<file path="config.mk">
export PLATFORM = sky130hd
export DESIGN_NAME = usb_autodetect_ctrl
export DESIGN_NICKNAME = d
export VERILOG_FILES = /design/src/rtl/usb_autodetect_ctrl.sv
export SDC_FILE = /design/constraint.sdc
export NUM_CORES = 1
export LEC_CHECK = 0
export ABC_CLOCK_PERIOD_IN_PS = 3940
export CAP_MARGIN = 40
export CELL_PAD_IN_SITES_DETAIL_PLACEMENT = 2
export CELL_PAD_IN_SITES_GLOBAL_PLACEMENT = 2
export CORE_ASPECT_RATIO = 2
export CORE_MARGIN = 1.5
export CORE_UTILIZATION = 36
export CTS_BUF_LIST = sky130_fd_sc_hd__clkbuf_2 sky130_fd_sc_hd__clkbuf_4 sky130_fd_sc_hd__clkbuf_8
export CTS_CLUSTER_DIAMETER = 60
export CTS_CLUSTER_SIZE = 16
export DETAILED_ROUTE_END_ITERATION = 8
export GPL_ROUTABILITY_DRIVEN = 0
export PLACE_DENSITY = 0.88
export SKIP_CTS_REPAIR_TIMING = 1
export SYNTH_ARGS = -nofsm -noshare
export SYNTH_HDL_FRONTEND = slang
export SYNTH_SLANG_ARGS = --single-unit
</file>
<file path="constraint.sdc">
create_clock -name fe_clk -period 3.94 [get_ports fe_clk]
set_input_delay 0.394 -clock fe_clk [delete_from_list [all_inputs] [get_ports fe_clk]]
set_output_delay 0.394 -clock fe_clk [all_outputs]
set_load 0.005 [all_outputs]
</file>
<file path="src/rtl/usb_autodetect_ctrl.sv">
`timescale 1ns/1ps
// usb_autodetect_ctrl: passive LS/FS/HS bus-speed detector.
// Sequences the PHY transceiver config and classifies debounced UTMI linestate.
// Handshake: I_restart is a single-cycle request that is always accepted, from any
// state. O_busy is high from the cycle after the request until the result is ready.
// O_done/O_speed/O_xcvrsel/O_termsel then hold the result until the next I_restart.
module usb_autodetect_ctrl #(
   parameter int pCOUNTER_WIDTH = 24,
   parameter int pCHIRP_PAIRS   = 3,
   parameter int pSTABLE_CYCLES = 16
) (
   input  logic                      fe_clk,
   input  logic                      reset_n,
   input  logic                      I_restart,
   input  logic [pCOUNTER_WIDTH-1:0] I_wait1,
   input  logic [pCOUNTER_WIDTH-1:0] I_wait2,
   input  logic [1:0]                I_xcvrsel_default,
   input  logic                      I_termsel_default,
   input  logic [1:0]                I_linestate,
   output logic [1:0]                O_xcvrsel,
   output logic                      O_termsel,
   output logic [1:0]                O_speed,
   output logic                      O_busy,
   output logic                      O_done,
   output logic [2:0]                O_state
);

   localparam int SW = $clog2(pSTABLE_CYCLES + 1);
   localparam int PW = $clog2(pCHIRP_PAIRS + 1);

   localparam logic [1:0] LS_SE0 = 2'b00;
   localparam logic [1:0] LS_J   = 2'b01;
   localparam logic [1:0] LS_K   = 2'b10;

   localparam logic [1:0] SPD_NONE = 2'd0;
   localparam logic [1:0] SPD_LS   = 2'd1;
   localparam logic [1:0] SPD_FS   = 2'd2;
   localparam logic [1:0] SPD_HS   = 2'd3;

   typedef enum logic [2:0] {
      ST_IDLE     = 3'd0,
      ST_SETTLE   = 3'd1,
      ST_CLASSIFY = 3'd2,
      ST_WAIT_SE0 = 3'd3,
      ST_CHIRP    = 3'd4,
      ST_DONE     = 3'd5
   } state_t;

   state_t                    state;
   logic [1:0]                ls_prev;
   logic [SW-1:0]             stable_cnt;
   logic [pCOUNTER_WIDTH-1:0] wait_cnt;
   logic [PW-1:0]             pair_cnt;
   logic                      seen_k;

   logic                      ls_stable;
   logic                      stable_k;
   logic                      stable_j;
   logic                      stable_se0;
   logic [pCOUNTER_WIDTH-1:0] lim1;
   logic [pCOUNTER_WIDTH-1:0] lim2;
   logic                      exp1;
   logic                      exp2;
   logic                      hs_hit;

   // PHY config for a final speed code: {xcvrsel, termsel}
   function automatic logic [2:0] speed_cfg(input logic [1:0] spd);
      case (spd)
         SPD_HS:  speed_cfg = 3'b00_0;
         SPD_LS:  speed_cfg = 3'b10_1;
         default: speed_cfg = 3'b01_1;
      endcase
   endfunction

   // Debounce qualifiers; the stable value is the one held in ls_prev
   always_comb begin
      ls_stable  = (stable_cnt == SW'(pSTABLE_CYCLES));
      stable_k   = ls_stable && (ls_prev == LS_K);
      stable_j   = ls_stable && (ls_prev == LS_J);
      stable_se0 = ls_stable && (ls_prev == LS_SE0);
      // A wait of 0 behaves as 1: expiry on the first cycle after entry
      lim1       = (I_wait1 == '0) ? '0 : I_wait1 - 1'b1;
      lim2       = (I_wait2 == '0) ? '0 : I_wait2 - 1'b1;
      exp1       = (wait_cnt == lim1);
      exp2       = (wait_cnt == lim2);
      hs_hit     = stable_j && seen_k && (pair_cnt == PW'(pCHIRP_PAIRS - 1));
   end

   // Linestate debounce: run length of the current value, saturating
   always_ff @(posedge fe_clk or negedge reset_n) begin
      if (!reset_n) begin
         ls_prev    <= 2'b00;
         stable_cnt <= '0;
      end else begin
         ls_prev <= I_linestate;
         if (I_restart || (I_linestate != ls_prev))
            stable_cnt <= '0;
         else if (!ls_stable)
            stable_cnt <= stable_cnt + 1'b1;
      end
   end

   // Detection FSM with registered outputs and wait/pair counters
   always_ff @(posedge fe_clk or negedge reset_n) begin
      if (!reset_n) begin
         state     <= ST_IDLE;
         O_speed   <= SPD_NONE;
         O_busy    <= 1'b0;
         O_done    <= 1'b0;
         O_xcvrsel <= 2'b01;
         O_termsel <= 1'b1;
         wait_cnt  <= '0;
         pair_cnt  <= '0;
         seen_k    <= 1'b0;
      end else if (I_restart) begin
         state     <= ST_SETTLE;
         O_speed   <= SPD_NONE;
         O_busy    <= 1'b1;
         O_done    <= 1'b0;
         O_xcvrsel <= 2'b01;
         O_termsel <= 1'b1;
         wait_cnt  <= '0;
         pair_cnt  <= '0;
         seen_k    <= 1'b0;
      end else begin
         if (wait_cnt != '1)
            wait_cnt <= wait_cnt + 1'b1;
         case (state)
            ST_IDLE: begin
               O_xcvrsel <= I_xcvrsel_default;
               O_termsel <= I_termsel_default;
            end
            ST_SETTLE: begin
               if (exp1) begin
                  state    <= ST_CLASSIFY;
                  wait_cnt <= '0;
               end
            end
            ST_CLASSIFY: begin
               if (stable_k) begin
                  state                  <= ST_DONE;
                  O_speed                <= SPD_LS;
                  O_done                 <= 1'b1;
                  O_busy                 <= 1'b0;
                  {O_xcvrsel, O_termsel} <= speed_cfg(SPD_LS);
               end else if (stable_j) begin
                  state    <= ST_WAIT_SE0;
                  O_speed  <= SPD_FS;
                  wait_cnt <= '0;
               end else if (stable_se0) begin
                  state    <= ST_CHIRP;
                  wait_cnt <= '0;
                  pair_cnt <= '0;
                  seen_k   <= 1'b0;
               end else if (exp2) begin
                  state                  <= ST_DONE;
                  O_speed                <= SPD_NONE;
                  O_done                 <= 1'b1;
                  O_busy                 <= 1'b0;
                  {O_xcvrsel, O_termsel} <= speed_cfg(SPD_NONE);
               end
            end
            ST_WAIT_SE0: begin
               if (stable_se0) begin
                  state    <= ST_CHIRP;
                  wait_cnt <= '0;
                  pair_cnt <= '0;
                  seen_k   <= 1'b0;
               end else if (exp2) begin
                  state                  <= ST_DONE;
                  O_speed                <= SPD_FS;
                  O_done                 <= 1'b1;
                  O_busy                 <= 1'b0;
                  {O_xcvrsel, O_termsel} <= speed_cfg(SPD_FS);
               end
            end
            ST_CHIRP: begin
               // A pair is a stable K followed later by a stable J; SE0 in between is tolerated
               if (stable_k)
                  seen_k <= 1'b1;
               if (stable_j && seen_k) begin
                  seen_k   <= 1'b0;
                  pair_cnt <= pair_cnt + 1'b1;
               end
               if (hs_hit) begin
                  state                  <= ST_DONE;
                  O_speed                <= SPD_HS;
                  O_done                 <= 1'b1;
                  O_busy                 <= 1'b0;
                  {O_xcvrsel, O_termsel} <= speed_cfg(SPD_HS);
               end else if (exp2) begin
                  state                  <= ST_DONE;
                  O_speed                <= SPD_FS;
                  O_done                 <= 1'b1;
                  O_busy                 <= 1'b0;
                  {O_xcvrsel, O_termsel} <= speed_cfg(SPD_FS);
               end
            end
            ST_DONE: begin
               O_done <= 1'b1;
               O_busy <= 1'b0;
            end
            default: state <= ST_IDLE;
         endcase
      end
   end

   assign O_state = state;

endmodule

</file>
Word-level counts from Yosys, hierarchy flattened
Cells that the tools add are included.
{ "word_totals": {"reg_bits": 44, "input_bits": 56, "output_inout_bits": 10, "word_cells": 129} }
{ "classes": {"add_sub_neg": 5, "n_eq_ne": 24, "mux": 69, "n_reduce_logical": 20} }
{ "op_table": {"columns": ["op", "count"], "rows": [
  ["$mux W24", 8],
  ["$pmux W24 S3", 1],
  ["$eq A24 B24 Y1", 2],
  ["$logic_not A24 Y1", 2],
  ["$sub A24 B1 Y24 const B", 2],
  ["$mux W2", 19],
  ["$add A24 B1 Y24 const B", 1],
  ["$mux W1", 24],
  ["$ne A24 B24 Y1 const B", 1],
  ["$mux W3", 7],
  ["$ne A3 B3 Y1 const B", 5],
  ["$pmux W3 S5", 1],
  ["$pmux W1 S4", 3],
  ["$pmux W2 S3", 2],
  ["$reduce_and A4 Y1", 3],
  ["$mux W5", 2],
  ["$ne A5 B5 Y1 const B", 2],
  ["$reduce_bool A5 Y1", 2],
  ["$ne A4 B4 Y1 const B", 2],
  ["$pmux W2 S4", 1],
  ["$eq A3 B2 Y1 const B", 2],
  ["$eq A3 B3 Y1 const B", 2],
  ["$reduce_and A2 Y1", 3],
  ["$add A5 B1 Y5 const B", 1],
  ["14 further kinds", 20]
]} }

Depth between registers and ports, before layout
Gate-level depths: netlist of the first run.
{ "depth": {"word_depth": 9, "depth_mapped": 15, "mapped_depth_nobuf": 12} }

Least setup slack after synthesis of the first run
Ideal clock, no wire load.
{ "synth_path": {"path_type": "input port to flip-flop", "start": "in I_wait2[0]", "end": "reg O_busy", "setup_ns": 0.129, "arrival_time_ns": 3.265, "t_required_ns": 3.811, "slack_ns": 0.546, "stages": 14, "path_buffers": 2, "path_cell_list": "inv_1 > ha_1 > or3b_2 > clkbuf_1 > or3_1 > or4_1 > xor2_1 > o22ai_1 > o31a_1 > nor4_2 > buf_4 > nor3_1 > a211oi_2 > o31ai_1"} }
{ "synth_via": {"elab_chain_cells": 9, "elab_cells_between_ends": 11, "cone_classes": "1 x add/sub; 1 x eq/ne; 8 x mux; 1 x reduce/logical"} }
{ "synth_rtl": {"columns": ["element", "line_no", "rtl"], "rows": [
  ["from (decl)", "16", "input logic [pCOUNTER_WIDTH-1:0] I_wait2,"],
  ["$sub A24 B1 Y24 or $logic_not A24 Y1 (tied branches)", "83", "lim2 = (I_wait2 == '0) ? '0 : I_wait2 - 1'b1;"],
  ["$mux W24 (*)", "83", null],
  ["$eq A24 B24 Y1 (*)", "85", "exp2 = (wait_cnt == lim2);"],
  ["$mux W1 (*)", null, null],
  ["$mux W1 (3 in a row)", null, null],
  ["$pmux W1 S4 (*)", null, null],
  ["$mux W1 (*)", null, null],
  ["to (signal assigned)", "108", "O_busy <= 1'b0;"],
  ["to (signal assigned)", "118", "O_busy <= 1'b1;"],
  ["to (signal assigned)", "144", "O_busy <= 1'b0;"],
  ["to (decl)", "23", "output logic O_busy,"]
]} }
Mark *: on every way between the ends. The rest lies on a longest branch, timed or not. The select of a mux whose other input is x is not followed.
A chain may end at the register's enable or synchronous reset.

Worst setup path after layout of the first run
{ "layout_path": {"start": "in I_wait2[5]", "end": "reg O_busy"} }
The elaborated chain is that of the path after synthesis.

==> qor.json, run 1 <==
{
  "layout.filler_cells": 1413,
  "failing_checks": "negative setup slack",
  "remaining_drc_errors": 0,
  "crit_top_cell": "or4_4",
  "synth.yosys.warnings": 0,
  "placed_cells_incl_taps": 829,
  "period_share_pct": 100,
  "worst_slack_ns": -0.00133,
  "report.power.total_uw": 1160,
  "worst_ep_required_ns": 4.13,
  "core_mm2": 0.0126,
  "reg2reg_from": "wait_cnt[10]",
  "synth-seq-area-share_pct": 23.5,
  "cts_tree": "built",
  "critical_path_peak_fanout": 8,
  "buffers_on_ports": 65,
  "worst_ir_drop_vdd_mv": 0.184,
  "placement_setup_slack_ns": -0.216,
  "grt_antenna_before_repair": 0,
  "leakagePower_uw": 0.00226,
  "root_buffer": "clkbuf_8",
  "clk_latency_ns": 0.32,
  "synth.ff_latch_count": 44,
  "number_of_global_route_vias_before_repair": 6455,
  "die_height_um": 164,
  "cpLargestDelayFamily": "simple AND/OR/NAND/NOR gates",
  "tritoncts_num_sinks": 44,
  "yosys.area.top_type": "dfrtp_1",
  "cts_made_buffers": 5,
  "totalWireLength_mm": 23.2,
  "max-clock-path-buffers": 2,
  "synthToLayoutAreaGrowth_pct": 28.0,
  "drive_above_1_share_pct": 14.7,
  "final_routed_wire_length_divided_by_cell_count_um": 27.5,
  "die_area_mm2": 0.0138,
  "clk_pin_slew_ns": 0.09,
  "path_buf_inv": 3,
  "slowest_stage": "or4_4",
  "synth_edf_count": 0,
  "initial_util_pct": 37.2,
  "grtUsageTotal_pct": 33.2,
  "crit_path_end_kind": "flip-flop",
  "yosysUniqueCellTypes": 79,
  "powerDensity_mw_per_mm2": 192,
  "yosys-top-cells-area": "dfrtp_1, xor2_1, nor3_1",
  "worstSetupStartpoint": "I_wait2[5]",
  "totalNegativeSetupSlack_ns": -0.00133,
  "yosys.area.top_type_share_pct": 22.4,
  "wire_length_of_the_first_global_routing_pass_mm": 35.3,
  "finalHoldViolCount": 0,
  "critPathLaunchType": "primary input",
  "synth.net_count": 667,
  "timing.critical_path.arrival_ns": 4.13,
  "synthesis.instances": 605,
  "max_slew_margin_pct": 53.4,
  "setup_viol_count_final": 1,
  "grt_remaining_overflow": 0,
  "grt_max_degree": 37,
  "timing.setup.critical_path_class": "primary input to flip-flop",
  "fmax_mhz": 254,
  "critical_path.cell_chain": "clkdlybuf4s50_1 -> or4_4 -> or4_4 -> mux2i_1 -> a222oi_1 -> o311a_1 -> nand4_1 -> nor4_2 -> buf_4 -> buf_12 -> nor3_1 -> a211oi_2 -> o31ai_1",
  "postSynthAreaPerCell_um2": 7.76,
  "post-dp-hpwl_mm": 17.3,
  "dieWidth_um": 83.7,
  "post_synth_design_cell_area_mm2": 0.00469,
  "detailedRoute.firstIterationViolations": 363,
  "h-tree-depth": 2,
  "post_drt_via_cell_ratio": 6.60,
  "maxCapViolCount": 0,
  "placementRows": 58,
  "via_count": 5567,
  "first_pass_iters": 4,
  "hold_class": "primary input to async pin",
  "layout.cells.non_filler": 843,
  "dominantRegCellSynth": "dfrtp_1",
  "final.setup_skew_ns": 0.0208,
  "run_status": "finished, violations left",
  "ant_nets": 0,
  "layout_min_cycle_time_ns": 3.94,
  "timing_worst_slew_pin_value_ns": 0.696,
  "diodes": 0,
  "report.final.slew_viol_count": 0,
  "design.final.nets": 754,
  "io_pins": 66,
  "synthArstFlopShare_pct": 100,
  "crit_path_max_incr_delay_ns": 0.63
}
-- layout make-up --
class                      instances  area (µm²)  share of cell area [%]
clock buffer                       6        82.6                    1.37
multi-input combinational        497        3380                    56.3
clock inverter                     2        38.8                   0.646
tap                              150         188                    3.12
timing repair buffer             124        1140                    18.9
sequential                        44        1100                    18.4
inverter                          20        75.1                    1.25
-- registers in the layout, indices dropped and copies added (netlist names) --
signal and count:
ls_prev 2, O_speed 2, O_busy 1, pair_cnt 2, O_state 3, O_xcvrsel 2, O_termsel 1, O_done 1
wait_cnt 24, stable_cnt 5, seen_k 1
-- where the power goes --
part	internal [µW]	switching, µW	leakage, µW
clock network	208	173	0.0000614
registers	462	16.8	0.000588
logic	139	157	0.00161
-- final timing paths --
kind | end | slack [ns] | depth (start not counted)
worst min register to register | O_xcvrsel[0] | 0.50 | 2
min in group fe_clk | O_xcvrsel[0] | 0.50 | 2
worst min-delay path | stable_cnt[0] | 0.49 | 2
worst max register to register | wait_cnt[23] | 0.66 | 10
max in group asynchronous | O_termsel | 2.93 | 3
worst max-delay path | O_busy | -0.001 | 13
-- cell families (layout without fill, tap and decap cells) --
family,count (synthesis),count (layout),share of synthesized area (%)
AO/OA/AOI/OAI,118,118,18.0
XOR/XNOR,77,77,15.0
adder cells (fa/ha/maj),6,6,1.60
buffers and inverters,64,152,5.97
flip-flops,44,44,23.5
multiplexers,12,12,2.59
AND/OR/NAND/NOR,284,284,33.3
-- layout by cell type, fill, tap and decap left out, types with 6 or more instances in the layout --
master,netlist,final
a211oi_1,7,6
a21oi_1,25,25
a31oi_1,7,7
and3_1,8,8
buf_4,1,55
clkbuf_8,0,6
clkdlybuf4s50_1,0,61
dfrtp_1,42,42
ha_1,6,6
inv_1,19,18
mux2i_1,11,11
nand2_1,44,43
nand3_1,21,21
nand3b_1,6,6
nand4_1,14,14
nor2_1,45,45
nor2b_1,9,9
nor3_1,59,58
nor4_1,17,15
o21ai_0,17,15
o31ai_1,7,7
or3_1,14,14
or4_1,8,6
xnor2_1,32,32
xor2_1,43,42
-- synthesized netlist by cell type, drive strengths merged (7+ instances only) --
cell type / count
and3: 8
xnor2: 32
o31ai: 7
a31oi: 7
inv: 19
nor4: 20
nand3: 21
clkbuf: 34
a211oi: 8
nor2b: 9
or3: 14
buf: 10
nand2: 44
o21ai: 19
nand4: 14
nor3: 59
or4: 10
dfrtp: 42
nor2: 45
mux2i: 11
xor2: 43
a21oi: 26
-- metrics by stage --
stage                     area [µm²]  util, %  hold slack (ns)
final                           6010     47.6            0.486
after global routing            6010     47.6            0.503
after CTS                       5870     46.5          -0.0613
after detailed placement        5740     45.5            0.265
after global placement          5720     45.3            0.471
after floorplan                 4690        -           0.0984
-- per-layer routing --
metal  vias to the layer above  routed length [µm]  GRT usage [%]
met3                       139                 963           3.45
met5                         -                   0              0
met4                         0                2330           29.2
met1                      2765                6920           27.9
li1                       2414                   -              -
met2                       249               13000           66.3
Power figures use the tool's default switching activity.
==> run 2, diff against run 1 <==
--- a/config.mk
+++ b/config.mk
@@ -5,7 +5,6 @@
 export SDC_FILE = /design/constraint.sdc
 export NUM_CORES = 1
 export LEC_CHECK = 0
-export ABC_CLOCK_PERIOD_IN_PS = 3940
 export CAP_MARGIN = 40
 export CELL_PAD_IN_SITES_DETAIL_PLACEMENT = 2
 export CELL_PAD_IN_SITES_GLOBAL_PLACEMENT = 2
@@ -14,7 +13,7 @@
 export CORE_UTILIZATION = 36
 export CTS_BUF_LIST = sky130_fd_sc_hd__clkbuf_2 sky130_fd_sc_hd__clkbuf_4 sky130_fd_sc_hd__clkbuf_8
 export CTS_CLUSTER_DIAMETER = 60
-export CTS_CLUSTER_SIZE = 16
+export CTS_CLUSTER_SIZE = 10
 export DETAILED_ROUTE_END_ITERATION = 8
 export GPL_ROUTABILITY_DRIVEN = 0
 export PLACE_DENSITY = 0.88
==> results of run 2 <==
Same layout as run 1: the final DEF is identical, and so are final timing and power.
